--- config.mk ---
export PLATFORM = sky130hd
export DESIGN_NAME = mips_mem_dump
export DESIGN_NICKNAME = d
export VERILOG_FILES = /design/src/rtl/mips_mem_dump.sv
export SDC_FILE = /design/constraint.sdc
export NUM_CORES = 1
export LEC_CHECK = 0
export ABC_AREA = 1
export BUFFER_PORTS_ARGS = -buffer_cell sky130_fd_sc_hd__buf_2
export CAP_MARGIN = 0
export CORE_ASPECT_RATIO = 2
export CORE_MARGIN = 2
export CORE_UTILIZATION = 40
export DETAILED_ROUTE_END_ITERATION = 10
export PLACE_DENSITY_LB_ADDON = 0.2
export SKIP_LAST_GASP = 1
export SYNTH_ARGS = -nofsm -noshare
export SYNTH_HDL_FRONTEND = slang
export SYNTH_SLANG_ARGS = --single-unit
--- constraint.sdc ---
create_clock -name clk -period 2.2 [get_ports clk]
set_input_delay 0 -clock clk [delete_from_list [all_inputs] [get_ports clk]]
set_output_delay 0 -clock clk [all_outputs]
set_load 0.02 [all_outputs]
--- src/rtl/mips_mem_dump.sv ---
// mips_mem_dump
//   After a program run, streams a window of the byte-wide, little-endian
//   MIPS memory out as a byte stream for host-side comparison. It does the
//   reverse of the bench's hex-file memory load. Words are sent as 4 bytes in
//   ascending address order, LSB first. While busy, the block owns the memory
//   read port.
//
// Parameters
//   ADDR_W  byte-address width; the address wraps modulo 2^ADDR_W
//   CNT_W   width of word_count
//   RD_LAT  memory read latency in cycles (1..4)
//
// Ports
//   clk, rst          rising-edge clock, synchronous active-high reset
//   start             begin a dump (sampled only while idle)
//   base_addr         first byte address, latched on an accepted start
//   word_count        number of 32-bit words, latched on an accepted start
//   busy, done        dump in progress / one-cycle end-of-dump pulse
//   mem_rd_en         one-cycle read strobe, one byte per strobe
//   mem_addr          byte address of the read
//   mem_rdata         read data, RD_LAT cycles after mem_rd_en
//   out_valid         stream byte valid
//   out_ready         sink ready; a transfer happens when valid and ready are both high
//   out_data          stream byte
//   out_last          final byte of the dump
//
// Configuration
//   DUMP_CHECKSUM_EN  when defined, the block appends a 16-bit sum of all
//                     data bytes (low byte, then high byte). In that build,
//                     out_last marks the high checksum byte.
module mips_mem_dump #(
    parameter int ADDR_W = 32,
    parameter int CNT_W  = 16,
    parameter int RD_LAT = 1
) (
    input  logic              clk,
    input  logic              rst,
    input  logic              start,
    input  logic [ADDR_W-1:0] base_addr,
    input  logic [CNT_W-1:0]  word_count,
    output logic              busy,
    output logic              done,
    output logic              mem_rd_en,
    output logic [ADDR_W-1:0] mem_addr,
    input  logic [7:0]        mem_rdata,
    output logic              out_valid,
    input  logic              out_ready,
    output logic [7:0]        out_data,
    output logic              out_last
);

    typedef enum logic [2:0] {S_IDLE, S_RD, S_WAIT, S_SEND, S_TAIL, S_FIN} state_t;

    localparam logic [2:0]        LAT_LAST = 3'(RD_LAT - 1);
    localparam logic [ADDR_W-1:0] ADDR_ONE = {{(ADDR_W-1){1'b0}}, 1'b1};
    localparam logic [CNT_W+1:0]  CNT_ONE  = {{(CNT_W+1){1'b0}}, 1'b1};

    state_t            state_q, state_d;
    logic [ADDR_W-1:0] addr_q, addr_d;
    logic [CNT_W+1:0]  cnt_q, cnt_d;      // bytes handed to the sink so far
    logic [CNT_W+1:0]  total_q, total_d;  // 4 * word_count, cannot overflow
    logic [2:0]        lat_q, lat_d;
    logic [7:0]        data_q, data_d;
    logic              last_byte;
`ifdef DUMP_CHECKSUM_EN
    logic [15:0]       sum_q, sum_d;
    logic              tail_q, tail_d;    // 0: low checksum byte, 1: high byte
`endif

    assign last_byte = (cnt_q == total_q - CNT_ONE);

    always_comb begin
        state_d = state_q;
        addr_d  = addr_q;
        cnt_d   = cnt_q;
        total_d = total_q;
        lat_d   = lat_q;
        data_d  = data_q;
`ifdef DUMP_CHECKSUM_EN
        sum_d   = sum_q;
        tail_d  = tail_q;
`endif
        case (state_q)
            S_IDLE: begin
                if (start) begin
                    addr_d  = base_addr;
                    cnt_d   = '0;
                    total_d = {word_count, 2'b00};
`ifdef DUMP_CHECKSUM_EN
                    sum_d   = '0;
                    tail_d  = 1'b0;
                    state_d = (word_count != '0) ? S_RD : S_TAIL;
`else
                    state_d = (word_count != '0) ? S_RD : S_FIN;
`endif
                end
            end
            S_RD: begin
                lat_d   = '0;
                state_d = S_WAIT;
            end
            S_WAIT: begin
                // mem_rdata is valid in the RD_LAT-th cycle after the strobe
                if (lat_q == LAT_LAST) begin
                    data_d  = mem_rdata;
                    state_d = S_SEND;
                end else begin
                    lat_d = lat_q + 3'd1;
                end
            end
            S_SEND: begin
                if (out_ready) begin
                    addr_d = addr_q + ADDR_ONE;
                    cnt_d  = cnt_q + CNT_ONE;
`ifdef DUMP_CHECKSUM_EN
                    sum_d  = sum_q + {8'd0, data_q};
                    state_d = last_byte ? S_TAIL : S_RD;
`else
                    state_d = last_byte ? S_FIN : S_RD;
`endif
                end
            end
`ifdef DUMP_CHECKSUM_EN
            S_TAIL: begin
                if (out_ready) begin
                    if (tail_q) state_d = S_FIN;
                    else        tail_d  = 1'b1;
                end
            end
`endif
            S_FIN:   state_d = S_IDLE;
            default: state_d = S_IDLE;
        endcase
    end

    always_ff @(posedge clk) begin
        if (rst) begin
            state_q <= S_IDLE;
            addr_q  <= '0;
            cnt_q   <= '0;
            total_q <= '0;
            lat_q   <= '0;
            data_q  <= '0;
`ifdef DUMP_CHECKSUM_EN
            sum_q   <= '0;
            tail_q  <= 1'b0;
`endif
        end else begin
            state_q <= state_d;
            addr_q  <= addr_d;
            cnt_q   <= cnt_d;
            total_q <= total_d;
            lat_q   <= lat_d;
            data_q  <= data_d;
`ifdef DUMP_CHECKSUM_EN
            sum_q   <= sum_d;
            tail_q  <= tail_d;
`endif
        end
    end

    always_comb begin
        busy      = (state_q != S_IDLE) && (state_q != S_FIN);
        done      = (state_q == S_FIN);
        mem_rd_en = (state_q == S_RD);
        mem_addr  = addr_q;
        out_valid = (state_q == S_SEND);
        out_data  = data_q;
`ifdef DUMP_CHECKSUM_EN
        out_last  = (state_q == S_TAIL) && tail_q;
        if (state_q == S_TAIL) begin
            out_valid = 1'b1;
            out_data  = tail_q ? sum_q[15:8] : sum_q[7:0];
        end
`else
        out_last  = (state_q == S_SEND) && last_byte;
`endif
    end

endmodule

; After elaboration in Yosys (flattened, before gate mapping)
; Cells that the tools add are included.
[totals]
reg_bits = 80
output_inout_bits = 45
[classes]
n_addsub = 4
n_eq_ne = 10
muxes = 14
n_reduce_logical = 13
[ops]
columns = operator, count
row1 = two-way mux 32 bit, 2
row2 = one-hot mux 32 bit (2 select lines), 1
row3 = two-way mux 18 bit, 2
row4 = one-hot mux 18 bit (2 select lines), 1
row5 = adder 32 x 1 -> 32 bit (second input constant), 1
row6 = adder 18 x 1 -> 18 bit (second input constant), 1
row7 = equality test 18 bit, 1
row8 = two-way mux 3 bit, 6
row9 = subtractor 18 x 1 -> 18 bit (second input constant), 1
row10 = nonzero test 16 bit, 1
row11 = one-hot mux 3 bit (4 select lines), 1
row12 = equality test 3 x 2 -> 1 bit (second input constant), 2
row13 = logical NOT 3 bit, 2
row14 = != test 2 bit (second input constant), 3
row15 = one-hot mux 3 bit (2 select lines), 1
row16 = AND reduction 2 bit, 3
row17 = AND reduction 3 bit, 2
row18 = nonzero test 2 bit, 2
row19 = adder 3 x 1 -> 3 bit (second input constant), 1
row20 = equality test 3 x 1 -> 1 bit (second input constant), 1
row21 = equality test 3 bit (second input constant), 1
row22 = != test 3 bit (second input constant), 1
row23 = nonzero test 3 bit, 1
row24 = logical AND 1 bit, 2
row25 = != test 2 x 1 -> 1 bit (second input constant), 1

; Logic depth before layout (Yosys ltp)
[depth]
depth_word = 5
depth_mapped = 15
mapped_depth_nobuf = 15

; Worst setup path after synthesis
; OpenSTA, ideal clock, no wires.
[synth_path]
path_type = register to register
start = register addr_q[0] (netlist: mem_addr[0])
end = register addr_q[18] (netlist: mem_addr[18])
setup_time_ns = 0.070
arrival_ns = 1.632
required_ns = 2.130
path_slack_ns = 0.498
path_stages_with_launch = 10
n_path_buf = 0
path_cell_list = dfxtp_1 > ha_1 > nand2_1 > nor2_2 > nand3_1 > nor3_1 > nand2_1 > xor2_1 > nand2_1 > a21oi_1
[synth_between]
elab_chain_len = 3
[synth_lines]
columns = element, line_no
row1 = start: declaration, 59  ; logic [ADDR_W-1:0] addr_q, addr_d;
row2 = start signal: assignment, 150  ; addr_q <= addr_d;
row3 = adder 32 x 1 -> 32 bit, 113  ; addr_d = addr_q + ADDR_ONE;
row4 = two-way mux 32 bit, 112  ; if (out_ready) begin
row5 = one-hot mux 32 bit (2 select lines), 83  ; case (state_q)
; No other way between the ends. The select of a mux whose other input is x is not followed.
; A chain may end at the register's enable or synchronous reset.

; Final worst setup path
[layout_path]
start = register total_q[2]
end = output port out_last
[layout_between]
elab_chain_len = 3
[layout_lines]
columns = element, line_no
row1 = start: declaration, 61  ; logic [CNT_W+1:0] total_q, total_d;
row2 = start signal: assignment, 152  ; total_q <= total_d;
row3 = subtractor 18 x 1 -> 18 bit, 70  ; assign last_byte = (cnt_q == total_q - CNT_ONE);
row4 = equality test 18 bit, 70
row5 = logical AND 1 bit, 176  ; out_last = (state_q == S_SEND) && last_byte;
row6 = end: declaration, 49  ; output logic out_last
; No other way between the ends.

==> key figures <==
Synthesis
  – Synth area leaders: dfxtp_1 33%, nand2_1 12%, a21oi_1 8.4%, nor2_1 7.1%, o21ai_0 6.3%
  – Yosys top cell area share: between 30% and 40%
  – Fraction of the mapped netlist area in simple logic gates: between 30% and 40%
  – Syn nets: slightly above 800
  – Post-synth EDFFs: 0
  – Post-synth top area cell: dfxtp_1
  – Mapped Area: slightly below 5000 sq um
  – Primary FF master, synth: dfxtp_1
  – Asr flop ratio synth: 0%
  – Largest family of logic cells by synthesized area: simple AND/OR/NAND/NOR gates
  – Compound-gate portion of the synthesized area: around a fifth
  – Post-synthesis mux area share: 0%
  – Xor/xnor share of the synthesized area: 6.269%
  – YS warnings: 0
  – Synthesized instance count: approximately 750
  – Syn avg cell area: 6.546 sq um
  – Area share of fa/ha/maj cells after synthesis: under 10%
  – Register area share after synthesis: around a third
  – Flops & latches, synth: 80
  – Synth unique cells: 42

Clocking
  – Clk root buf: clkbuf_16
  – Worst skew pair latency: approximately 0.35 ns
  – Clock buffer count from CTS: 9
  – H-tree levels: 3
  – Worst-path clk slew: ~0.070 ns
  – Clk sinks: 80
  – Clock tree buffer depth: 2
  – CTS tree: done

Global route
  – GRT overflow: 0
  – Total track usage: around 27%
  – First-pass GRT wire length: between 20,000 and 30,000 microns
  – Vias in the first global route: 5,702
  – Initial antenna violation count: 1
  – Largest net degree at the start of global routing: between 40 and 50

Power
  – PwrDens: around 920 nW/um^2
  – Peak VDD IR: approximately 0.58 mV
  – Total leakage power: approximately 0.0029 uW

Worst setup path
  – Critical path type: reg -> out
  – Flop-to-flop setup slack: 0.21 ns
  – Crit path max fanout: 5
  – Startpoint Class: register
  – Worst r2r dst: mem_addr[18]
  – Worst EP required: about 2.2 ns
  – Worst EP arrival: a little over 2 ns
  – Worst Reg-to-Reg Cells: 9
  – CP Capture Type: primary output
  – FF-to-FF Start: mem_addr[0]

Status
  – Outcome: completed

Min path
  – Worst Hold Class: in -> reg
  – Worst hold stages: 3
  – Worst hold endpoint: mem_addr[4]
  – Hold Startpoint: base_addr[4]

Die
  – Core ar.: 12,050 sq um
  – Row cnt: 57
  – Initial Util: 40.57%
  – # IOs: around 110
  – Total die area: 13,180 sq um
  – Die Wd: between 80 and 90 microns
  – Die height: about 160 microns

Placement
  – Dpl cell area: roughly 5700 sq um
  – Port buffer count: 104
  – RD Place Congestion: around 1.0
  – Worst slack, placed: 0.2220 ns
  – DP Wirelength: 13,340 microns

Final layout
  – Fill cells: approximately 1,200
  – Antenna cells: 0
  – Multi-input logic area: roughly 3000 sq um
  – Area delta synth->final: 31.81%
  – Register area: between 1500 and 2000 sq um
  – Final instance area: around 6400 sq um
  – Share of layout cells above drive strength 1: 19.18%
  – # nets final: 967
  – Commonest cells after routing, fill and taps aside: 149 x nand2_1, 103 x buf_2, 90 x nor2_1
  – Commonest non-fill, non-tap cell in the layout: nand2_1

Timing
  – Fin Clk Skew: between 0.007 and 0.008 ns
  – Actual slew at the worst max-slew pin: roughly 0.55 ns
  – Fin. max-slew vios: 0
  – Final min period: roughly 2.0 ns
  – Fin crit share: 93.17%
  – Final hold viol count: 0
  – Slew headroom: ~63%
  – Final WS setup: 0.1502 ns
  – Fmax: about 490 MHz
  – Setup violations, final: 0

Routing
  – Initial DRC count: roughly 330
  – Drt total wl: roughly 18,000 microns
  – DR WL/cell: 16.69 microns
  – First-pass DRT Iterations: 5
  – Via count: a little under 6,000
  – DRC viols: 0
  – Post-DRT Antenna Nets: 0
  – Vias per inst: about 5.5

Run
  – Max-cap viol count: 0
-- metrics by stage --
step                      utilization (%)  total power, uW  setup TNS (ns)  hold slack (ns)  cells
final                               53.47             5910               0          0.02676   1054
after global routing                53.47             6255        -0.02468          0.03567   1054
after CTS                           53.23             5899               0          0.02085   1053
after global placement              46.93             4223               0           0.2502    992
after floorplan                         -             3488               0           0.1440    747
after detailed placement            46.93             4271               0           0.2658    992
-- cells in the mapped netlist, types with 3 or more instances --
cell type	n
nand2_1	150
nor2_2	3
buf_2	8
a211oi_1	10
xnor2_1	11
ha_1	5
a31oi_1	4
clkbuf_1	19
dfxtp_1	80
nand2_2	3
nor3_1	28
nor4_1	7
nand3_1	47
nand3_2	4
a21oi_1	82
inv_1	62
nor2_1	92
xor2_1	24
nor3_2	3
nand4_1	12
o21ai_0	62
-- state kept, by name, indices dropped and copies added (netlist names) --
name	cells
mem_addr	32
cnt_q	18
total_q	16
out_data	8
lat_q	3
state_q	3
-- worst max path at each step --
| stage | from | end | slack (ns) |
|---|---|---|---|
| 2_1_floorplan | mem_addr[0] | mem_addr[18] | 0.50 |
| 3_3_place_gp | mem_addr[0] | mem_addr[29] | 0.28 |
| 3_5_place_dp | total_q[2] | state_q[2] | 0.22 |
| 4_1_cts | total_q[2] | out_last | 0.02 |
| 5_1_grt | total_q[2] | out_last | -0.02 |
| 6_report | total_q[2] | out_last | 0.15 |
-- where the power goes --
group	internal, uW	switching, uW
clock network	893	666
registers	1710	312
logic	827	1500
total	3430	2480
-- routing by layer --
metal	wire length [microns]	track usage (%)
met5	0	0
met4	1471	22.35
met3	700	4.270
met2	9601	49.34
met1	5814	25.18
-- critical path, cell delays in order, from the launching register on --
cell and delay [ns]:
dfxtp_2 0.33, inv_2 0.07, ha_2 0.25, nand2_1 0.07
nor2_1 0.22, nand3_1 0.14, nand3_1 0.13, nand3_1 0.08
nor2_1 0.12, nand2_1 0.06, nor2_1 0.09, buf_4 0.15
-- cell families (layout without fill, tap and decap cells) --
kind of cell,count (synthesis),count (layout)
adder cells (fa/ha/maj),5,5
AND/OR/NAND/NOR,363,363
flip-flops,80,80
buffers and inverters,94,254
AO/OA/AOI/OAI,170,170
XOR/XNOR,35,35
-- timing repair --
action                                  CTS  global route
gates resized for setup                   1             9
gates cloned                              0             0
endpoints found under the hold margin    45             0
setup buffers                             0             1
endpoints found under the setup margin    1             1
hold buffers                             45             0
pin swaps                                 0             4
-- final cells by class --
cell class                 instances  area share [%]
sequential                        80           24.87
timing repair buffer             174           18.21
inverter                          64           3.727
multi-input combinational        573           45.58
clock buffer                       9           3.494
tap                              147           2.854
clock inverter                     7           1.262
(Power assumes the default switching activity.)
